File: config.mk
export PLATFORM = sky130hd
export DESIGN_NAME = hack_mem_bus_ctrl
export DESIGN_NICKNAME = d
export VERILOG_FILES = /design/src/rtl/hack_mem_bus_ctrl.sv
export SDC_FILE = /design/constraint.sdc
export NUM_CORES = 1
export LEC_CHECK = 0
export CAP_MARGIN = 25
export CORE_MARGIN = 10
export CORE_UTILIZATION = 42
export CTS_CLUSTER_SIZE = 12
export DETAILED_ROUTE_END_ITERATION = 6
export PLACE_DENSITY = 0.87
export SETUP_SLACK_MARGIN = 0.1
export SYNTH_ARGS = -nofsm -noshare
export SYNTH_HDL_FRONTEND = slang
export SYNTH_SLANG_ARGS = --single-unit
File: constraint.sdc
create_clock -name clk -period 3 [get_ports clk]
set_input_delay 0.75 -clock clk [delete_from_list [all_inputs] [get_ports clk]]
set_output_delay 0.75 -clock clk [all_outputs]
set_load 0.02 [all_outputs]
File: src/rtl/hack_mem_bus_ctrl.sv
// Hack CPU data-memory bus sequencer: latch request, decode, drive RAM or I/O, ack.
// Ack arrives 3 cycles after request for RAM/I/O (plus RAM waits), 2 for unmapped; CPU stalls until then.
module hack_mem_bus_ctrl #(
  parameter int TIMEOUT_CYCLES = 15
) (
  input  logic        clk,
  input  logic        reset,
  input  logic        cpu_req,
  input  logic        cpu_we,
  input  logic [15:0] cpu_addr,
  input  logic [15:0] cpu_wdata,
  output logic [15:0] cpu_rdata,
  output logic        cpu_stall,
  output logic        cpu_ack,
  output logic        bus_err,
  output logic [15:0] dec_addr,
  input  logic [2:0]  slave_sel,
  output logic [13:0] ram_addr,
  output logic [15:0] ram_wdata,
  output logic        ram_re,
  output logic        ram_we,
  input  logic [15:0] ram_rdata,
  input  logic        ram_ready,
  output logic        io_re,
  output logic        io_we,
  output logic [15:0] io_wdata,
  input  logic [15:0] io_rdata
);

  localparam logic [1:0] IDLE   = 2'd0;
  localparam logic [1:0] DECODE = 2'd1;
  localparam logic [1:0] ACCESS = 2'd2;
  localparam logic [1:0] DONE   = 2'd3;

  localparam int CW = $clog2(TIMEOUT_CYCLES + 1);
  localparam logic [CW-1:0] LAST_WAIT = CW'(TIMEOUT_CYCLES - 1);

  logic [1:0]    state;
  logic [15:0]   addr_q;
  logic [15:0]   wdata_q;
  logic          we_q;
  logic [2:0]    sel_q;
  logic [CW-1:0] cnt;
  logic          err_q;
  logic [15:0]   rdata_q;

  logic ram_sel;
  logic io_sel;
  logic dec_ok;

  assign ram_sel = (sel_q == 3'b001);
  assign io_sel  = (sel_q == 3'b010);
  assign dec_ok  = (slave_sel == 3'b001) || (slave_sel == 3'b010);

  always_ff @(posedge clk) begin
    if (reset) begin
      state   <= IDLE;
      addr_q  <= '0;
      wdata_q <= '0;
      we_q    <= 1'b0;
      sel_q   <= '0;
      cnt     <= '0;
      err_q   <= 1'b0;
      rdata_q <= '0;
    end else begin
      case (state)
        IDLE: begin
          if (cpu_req) begin
            addr_q  <= cpu_addr;
            wdata_q <= cpu_wdata;
            we_q    <= cpu_we;
            state   <= DECODE;
          end
        end
        DECODE: begin
          sel_q <= slave_sel;
          if (dec_ok) begin
            state <= ACCESS;
          end else begin
            err_q <= 1'b1;
            if (!we_q) rdata_q <= '0;
            state <= DONE;
          end
        end
        ACCESS: begin
          if (ram_sel) begin
            cnt <= cnt + 1'b1;
            if (ram_ready) begin
              if (!we_q) rdata_q <= ram_rdata;
              state <= DONE;
            end else if (cnt == LAST_WAIT) begin
              err_q <= 1'b1;
              if (!we_q) rdata_q <= '0;
              state <= DONE;
            end
          end else if (io_sel) begin
            if (!we_q) rdata_q <= io_rdata;
            state <= DONE;
          end else begin
            // Unreachable: DECODE only enters ACCESS with a valid select.
            err_q <= 1'b1;
            state <= DONE;
          end
        end
        DONE: begin
          cnt   <= '0;
          err_q <= 1'b0;
          state <= IDLE;
        end
        default: state <= IDLE;
      endcase
    end
  end

  // Strobes are decoded from state so they drop on the same edge that leaves ACCESS.
  assign ram_re    = (state == ACCESS) && ram_sel && !we_q;
  assign ram_we    = (state == ACCESS) && ram_sel &&  we_q;
  assign io_re     = (state == ACCESS) && io_sel  && !we_q;
  assign io_we     = (state == ACCESS) && io_sel  &&  we_q;

  assign dec_addr  = addr_q;
  assign ram_addr  = addr_q[13:0];
  assign ram_wdata = wdata_q;
  assign io_wdata  = wdata_q;

  assign cpu_rdata = rdata_q;
  assign cpu_ack   = (state == DONE);
  assign bus_err   = (state == DONE) && err_q;
  assign cpu_stall = ((state == IDLE) && cpu_req) || (state == DECODE) || (state == ACCESS);

endmodule
# Word level (Yosys, flattened, before mapping)
# Index checks and enable logic that the tools add are counted.
dict set report classes {
  div 0
  n_addsub 1
  n_reduce_logical 21
  shifts 0
  mul 0
  eq_ne 18
  magnitude_cmp 0
  n_bitwise 0
  mux 23
}
# op count
set op_table {}
lappend op_table {{$mux 16} 8}
lappend op_table {{$pmux 16 s2} 1}
lappend op_table {{$ne 3x3->1 const B} 6}
lappend op_table {{$logic_and 1x1->1} 8}
lappend op_table {{$mux 2} 4}
lappend op_table {{$pmux 2 s4} 1}
lappend op_table {{$pmux 4 s2} 1}
lappend op_table {{$eq 3x1->1 const B} 2}
lappend op_table {{$eq 3x2->1 const B} 2}
lappend op_table {{$mux 1} 6}
lappend op_table {{$ne 2x2->1 const B} 3}
lappend op_table {{$reduce_and 2->1} 3}
lappend op_table {{$reduce_and 6->1} 1}
lappend op_table {{$reduce_and 5->1} 1}
lappend op_table {{$add 4x1->4 const B} 1}
lappend op_table {{$eq 2x2->1 const B} 2}
lappend op_table {{$eq 4x4->1 const B} 1}
lappend op_table {{$mux 4} 1}
lappend op_table {{$ne 4x4->1 const B} 1}
lappend op_table {{$reduce_bool 2->1} 2}
lappend op_table {{$logic_or 1x1->1} 3}
lappend op_table {{$pmux 1 s3} 1}
lappend op_table {{$reduce_bool 3->1} 1}
lappend op_table {{$eq 2x1->1 const B} 1}
lappend op_table {{2 further kinds} 2}
dict set report word_totals {
  memories 0
  in_bits 72
  latchBits 0
  mem_bits_rw 0
  rom_bits 0
  wordCells 71
  ff_bits 59
}

# Longest topological paths before layout
# Gate-level depths: netlist of the first run.
dict set report depth {
  word_depth 5
  ltp_mapped 9
  ltp_nobuf 7
}

# Least setup slack after synthesis of the first run
# OpenSTA, ideal clock, no wires.
dict set report synth_timing {
  path_kind {in2out}
  from {input cpu_req}
  to {output cpu_stall}
  setup_slack_ns 0.819
  stages 3
  arrival_ns 1.431
  cell_sequence {and2_1 clkbuf_1 or3_1}
}
dict set report synth_via {
  elab_chain_len 3
}
# item line
set synth_lines {}
lappend synth_lines {{start, declared} 8} ;# input logic cpu_req,
lappend synth_lines {{$logic_and 1x1->1} 129} ;# assign cpu_stall = ((state == IDLE) && cpu_req) || (state == DECODE) || (state == ACCESS);
lappend synth_lines {{$logic_or 1x1->1 (2 in a row)} 129}
lappend synth_lines {{end, declared} 13} ;# output logic cpu_stall,
# No other way between the ends.

# Final worst setup path of the first run
dict set report layout_timing {
  from {register state[0]}
  to {output io_re}
}
dict set report layout_via {
  elab_chain_len 3
}
# item line
set layout_lines {}
lappend layout_lines {{start, declared} 38} ;# logic [1:0] state;
lappend layout_lines {{start signal, assigned} 57} ;# state <= IDLE;
lappend layout_lines {{start signal, assigned} 72} ;# state <= DECODE;
lappend layout_lines {{start signal, assigned} 78} ;# state <= ACCESS;
lappend layout_lines {{$eq 2x2->1} 118} ;# assign io_re = (state == ACCESS) && io_sel && !we_q;
lappend layout_lines {{$logic_and 1x1->1 (2 in a row)} 118}
lappend layout_lines {{end, declared} 24} ;# output logic io_re,
# No other way between the ends.

==> out/metrics.cfg, run 1 <==
[outcome]
status=completed

[final_layout]
design_area_sq_mm=0.004441
finalNonFillerCells=533
antenna_cells=0
regArea_sq_mm=0.001181
area_delta_synth_final_pct=56.62
final_layout_size_suffix_gt1_share_pct=8.333
multi_input_area_sq_mm=0.001321
fillCellCount=527
nets=530

[clock_tree]
cts_made_buffers=9
cts_buffer_depth=2
path_clk_slew_ns=0.06
cts_tree=yes
cts_resized=1
clock_latency_ns=0.33
root_buffer=clkbuf_8
cts_hold_buf=0
clkSinkCount=59
cts_htree_levels=3
cts_setup_buffers=0

[sta]
slew_violations=0
hold_viol=0
setup_slack_ns=0.2239
max_freq_mhz=360.2
rsz0062_at_grt=no
relSlewSlack_pct=64.79
setup_viol=0
period_minus_slack_ns=2.776
fin_worst_skew_ns=0.006502
tightest_slew_ns=0.5259
setup_tns_ns=0
period_share_pct=92.54

[global_routing]
first_global_vias=2800
grt_max_degree=34
grt_pass1_wl_mm=14.17
grt_antenna_before_repair=0
grt_use_total_pct=17.02
gr-total-overflow=0

[logic_synthesis]
yosys.area_share.simple_pct=19.51
synth_top_family_by_area=compound AO/OA/AOI/OAI gates
ys_warn_count=0
ys_ff_latch=59
avgSynthCellArea_sq_um=8.670
synthTopCellsByArea=dfxtp_1 42%, nand2_1 9.1%, buf_4 8.2%, a21oi_1 6.9%, ha_1 3.1%
synth_mux_area_share_pct=1.412
yosysUniqueCellTypes=48
ys_seq_area_share_pct=41.66
synth_top_area_share_pct=41.66
synth_area_leader_cell=dfxtp_1
ys.flop_type=dfxtp_1
synth_compound_area_share_pct=21.80
synthCells=327
syn-cell-area_sq_mm=0.002835
synth_xor_area_share_pct=0.6178
synth_fa_ha_area_share_pct=3.089
async_reset_ff_share_pct=0
synth_edf_count=0
synth_nets=406

[routing]
drt_iter0_drc=89
first_pass_iters=4
wl_per_cell_um=17.58
vias=2846
route.detailed.drc=0
wirelength_mm=9.371
vias_per_cell=5.340
ant_nets=0

[placed_design]
gp_congestion=0.7579
numPortBuffers=156
place_ws_ns=0.04787
dp.cells=517
place_hpwl_mm=7.296
place_area_sq_mm=0.004225

[floorplan]
io_pins=157
die_h_um=102.2
core-area_sq_mm=0.006459
fp-row-count=29
start_util_pct=43.90
die_area_sq_mm=0.01044
die_w_um=102.2

[setup_path]
cp_max_fo=5
crit_path_end_kind=output port
crit_path_start_kind=flop
worst-endpoint-required_ns=2.25
critical_path_class=flop to output port
reg2reg_slack_ns=0.81
arrival_ns=2.03

[power]
clkPwrFrac_pct=22.8
combPwrFrac_pct=45.3
power-per-cell-area_mw_per_mm2=724.3
peakVddDrop_mv=0.4309
p_sw_uw=1227
pwr-share-seq_pct=31.9
leakage_uw=0.001642
p_int_uw=1990
switching_share_pct=38.14

[min_path]
hp-class=flop to flop

[job]
drv_cap=0

## through the flow
stage / total power, uW / hold WS (ns) / utilization (%)
global placement: 2460 / 0.4417 / 65.42
finish: 3216 / 0.4571 / 68.75
CTS: 3244 / 0.4622 / 68.56
global route: 3416 / 0.4812 / 68.75
floorplan: 1962 / 0.4736 / -
detailed placement: 2502 / 0.4506 / 65.42
## placed cells by master, fill, tap and decap left out, types with 2 or more instances in the layout
cell type	instances
a211oi_1	3
a21oi_1	39
a311oi_1	7
and2_1	2
and3_1	2
and4b_1	2
buf_4	7
clkbuf_8	11
clkdlybuf4s50_1	151
clkinv_2	2
dfxtp_1	59
dlymetal6s2s_1	3
ha_1	7
inv_1	6
mux2i_1	4
nand2_1	69
nand2b_2	2
nor2_1	16
nor2b_1	4
nor3_1	2
o21ai_0	4
o221ai_1	7
o22ai_1	9
o2bb2ai_1	7
or4_1	3
## final cells by class
class	instances	area share, %
repair buffers	163	36.38
multi-input cells	212	29.75
flip-flops and latches	59	26.60
clock buffers	12	3.494
well taps	77	2.170
clock inverters	4	1.099
inverters	6	0.5072
## per-layer routing
| layer | vias up | GRT usage (%) | wire [um] |
|---|---|---|---|
| li1 | 1370 | - | - |
| met1 | 1351 | 17.90 | 3594 |
| met2 | 110 | 31.06 | 4986 |
| met3 | 15 | 5.196 | 653 |
| met4 | 0 | 6.616 | 136 |
| met5 | - | 0 | 0 |
## critical path, cell delays in order (launching register included)
cell and delay [ns]:
dfxtp_1 0.34, inv_1 0.13, ha_1 0.20, nor2b_4 0.22
and3_1 0.18, clkdlybuf4s50_1 0.63
## power by group through the flow
stage | logic [uW] | registers, uW | clock network (uW)
floorplan | 822 | 1140 | 0
global placement | 1430 | 1030 | 0
detailed placement | 1460 | 1040 | 0
CTS | 1460 | 1020 | 760
global route | 1580 | 1040 | 796
finish | 1460 | 1030 | 735
## sequential cells by signal, summed over array words and instances (netlist names)
| register | cells |
|---|---|
| state | 2 |
| sel_q | 3 |
| io_wdata | 16 |
| we_q | 1 |
| cnt | 4 |
| err_q | 1 |
| cpu_rdata | 16 |
| dec_addr | 16 |
## synthesized netlist by cell type, drive strengths merged, types with 2 or more instances
| library cell | number |
|---|---|
| a311oi | 8 |
| clkbuf | 13 |
| and2 | 2 |
| a21oi | 40 |
| dfxtp | 59 |
| nor2 | 16 |
| a211oi | 3 |
| inv | 6 |
| nor3 | 3 |
| nand2b | 2 |
| nor2b | 5 |
| or4 | 3 |
| nand2 | 69 |
| buf | 37 |
| o221ai | 8 |
| and4b | 2 |
| ha | 7 |
| o22ai | 9 |
| o21ai | 6 |
| o2bb2ai | 7 |
| and3 | 2 |
| mux2i | 4 |
## final timing paths
check | start | end | depth (start not counted)
worst max register to register | state[0] | cpu_rdata[2] | 8
worst max-delay path | state[0] | io_re | 5
worst min register to register | dec_addr[15] | dec_addr[15] | 2
worst min-delay path | dec_addr[15] | dec_addr[15] | 2
## cells by family (layout without fill, tap and decap cells)
logic type                 after synthesis  count (layout)
and+or+nand+nor                        111             111
AOI/OAI and AO/OA                       88              88
DFF                                     59              59
buffers and inverters                   56             185
adders and majority gates                7               7
muxes                                    4               4
xor gates and xnor gates                 2               2
No activity file was read; power rests on OpenSTA's default activity.
==> run 2: changes to the inputs <==
TNS_END_PERCENT = 100   (was default)
==> results of run 2 <==
Final layout, timing and power as in run 1 (identical DEF).
==> run 3: changes to the inputs <==
ABC_AREA = 1   (was default)
CORE_MARGIN = 5   (was 10)
CORE_UTILIZATION = 45   (was 42)
PLACE_DENSITY = 0.88   (was 0.87)
==> run 3 against run 2 <==
  * Flip-flop and latch count unchanged
  * Combinational power grew 69%
  * Non-clock buffer count down 3
  * Register-to-register slack improved by 0.07 ns
  * Worst hold slack better by 0.029 ns
  * Global-route usage is 3.9 points higher
  * Critical path depth decreased by 1
  * Cell count increased by 34%
  * Area after synthesis up 16%
  * Clock-buffer cell count down 1
==> out/metrics.cfg, run 3 <==
[outcome]
status=completed

[final_layout]
design_area_sq_mm=0.004881
area_delta_synth_final_pct=48.33
antenna_cells=0
final_layout_size_suffix_gt1_share_pct=9.283
layout_commonest_cell=clkdlybuf4s50_1
fillCellCount=566
final_cell_mix=153 x clkdlybuf4s50_1, 117 x nor2_1, 86 x nand2_1, 59 x dfxtp_1, 49 x o21ai_0
nets=688
fin_util_pct=68.02

[routing]
wirelength_mm=9.559
route.detailed.drc=0
first_pass_iters=4
wl_per_cell_um=13.41
vias_per_cell=4.892
vias=3488
drt_iter0_drc=155
ant_nets=0

[logic_synthesis]
yosysUniqueCellTypes=28
synthCells=487
synth_most_common_cell=nor2_1
synthTopCellsByArea=dfxtp_1 36%, nor2_1 13%, nand2_1 9.8%, o21ai_0 7.5%, buf_4 7.1%
ys_ff_latch=59
synth_area_leader_cell=dfxtp_1
ys_warn_count=0
synth_commonest_cells=117 x nor2_1, 86 x nand2_1, 59 x dfxtp_1, 49 x o21ai_0, 36 x inv_1
ys.flop_type=dfxtp_1
syn-cell-area_sq_mm=0.003291
ys_seq_area_share_pct=35.89
synth_nets=566
async_reset_ff_share_pct=0
synth_edf_count=0
synth_top_area_share_pct=35.89
avgSynthCellArea_sq_um=6.757

[setup_path]
crit_chain=clkdlybuf4s50_1, nand2_1, nand3_1, clkdlybuf4s50_1
critical-path-top-delay-family=buffers and inverters
crit_path_start_kind=primary input
worst-endpoint-required_ns=2.25
max_stage_delay_ns=0.62
critical_path_class=primary input to output port
ff2ff_path_depth=7
cp_common_cell=clkdlybuf4s50_1
cp_max_fo=2
critPathBufInv=2
worstReg2RegStart=state[0]
crit_path_end_kind=output port
crit_path_top_delay_cell=clkdlybuf4s50_1
rr_endpoint=io_wdata[6]
arrival_ns=2.00
reg2reg_slack_ns=0.88

[global_routing]
grt_max_degree=36
gr-max-usage-layer=met2
gr-total-overflow=0
grt_antenna_before_repair=0
met3_usage_pct=3.315
first_global_vias=3288
grtUsageMet2_pct=40.29
grt_use_total_pct=20.89
use_met1_pct=22.95
grt_pass1_wl_mm=15.11

[min_path]
holdPathEnd=err_q
hold_path_depth=2
worstHoldStart=err_q
hp-class=flop to flop

[sta]
period_share_pct=91.70
hold_viol=0
max_freq_mhz=363.5
rsz0062_at_grt=no
slew_violations=0
setup_viol=0
relSlewSlack_pct=34.24
fin_worst_skew_ns=0.009228
whs_ns=0.4858
period_minus_slack_ns=2.751
setup_tns_ns=0
tightest_slew_ns=0.9854

[power]
leakage_uw=0.002095
power.total_uw=4436
combPwrFrac_pct=55.8
peakVddDrop_mv=0.5010
p_int_uw=2502
pwr-share-seq_pct=28.1
p_sw_uw=1935
switching_share_pct=43.61
power-per-cell-area_mw_per_mm2=908.9
clkPwrFrac_pct=16.1

[clock_tree]
cts_made_buffers=9
cts_hold_buf=0
cts_buffer_depth=2
cts_htree_levels=3
root_buffer=clkbuf_8
clock_latency_ns=0.33
path_clk_slew_ns=0.07
clkSinkCount=59
cts_tree=yes

[floorplan]
io_pins=157
die_w_um=95.52
die_area_sq_mm=0.009123
core-area_sq_mm=0.007176
fp-row-count=31
die_h_um=95.52
start_util_pct=45.86

[job]
drv_cap=0

[placed_design]
place_area_sq_mm=0.004671
gp_congestion=0.8638
numPortBuffers=156
place_hpwl_mm=7.335

## run 3: cell count changes in the layout (fill, tap and decap cells not counted), sizes merged, moves of 9 or more
| cell | previous run | this run |
|---|---|---|
| a21oi | 40 | 12 |
| inv | 6 | 40 |
| nand2 | 69 | 94 |
| nand3 | 0 | 23 |
| nor2 | 16 | 139 |
| o21ai | 6 | 50 |
| o22ai | 9 | 0 |
## run 3: repair_timing
item                                    CTS  global route
endpoints found under the setup margin    3             2
pin swaps                                 0             0
setup buffers                             0             0
gates resized for setup                   3             2
hold endpoints to repair                  0             0
## run 3: kinds of logic (layout without fill, tap and decap cells)
kind of cell               count (synthesis)  after routing  synth area share [%]
adders and majority gates                  7              7                 2.661
DFF                                       59             59                 35.89
buffers and inverters                     89            216                 14.75
AOI/OAI and AO/OA                         71             71                 11.90
xor gates and xnor gates                   1              1                0.2662
and+or+nand+nor                          260            260                 34.52
## run 3: tightest hold or removal path: stages, from the launching register on
cell and delay, ns:
dfxtp_1 0.33, a21oi_1 0.04, nor2_1 0.08
## run 3: area by class of cell
class | instances | area (sq um) | share of cell area, %
Clock buffer | 11 | 141.4 | 2.897
Clock inverter | 5 | 52.55 | 1.077
Inverter | 40 | 150.1 | 3.076
Multi-Input combinational cell | 339 | 1637 | 33.53
Sequential cell | 59 | 1181 | 24.20
Tap cell | 99 | 123.9 | 2.538
Timing Repair Buffer | 160 | 1595 | 32.68
## run 3: power groups by stage
stage                     sequential [uW]  combinational [uW]  clock (uW)
after floorplan                      1480                1420           0
after global placement               1250                2390           0
after detailed placement             1260                2460           0
after CTS                            1240                2490         728
after global routing                 1280                2710         762
final                                1250                2470         716
## run 3: routing by layer
layer,vias up,part of all wire [%]
met5,-,0
met4,0,1.3
met3,11,5.4
met2,116,55
met1,1630,39
li1,1731,-
## run 3: worst max-delay path by stage
stage	from	end	cells after the start
floorplan	cpu_req	cpu_stall	3
global placement	cpu_req	cpu_stall	4
detailed placement	cpu_req	cpu_stall	4
CTS	state[0]	io_we	7
global route	state[1]	cpu_stall	5
finish	cpu_req	cpu_stall	4
## run 3: through the flow
step,setup WS [ns],cells
4_1_cts,0.1626,713
5_1_grt,0.1319,713
3_3_place_gp,0.2464,697
2_1_floorplan,0.8828,487
3_5_place_dp,0.2481,697
6_report,0.2490,713
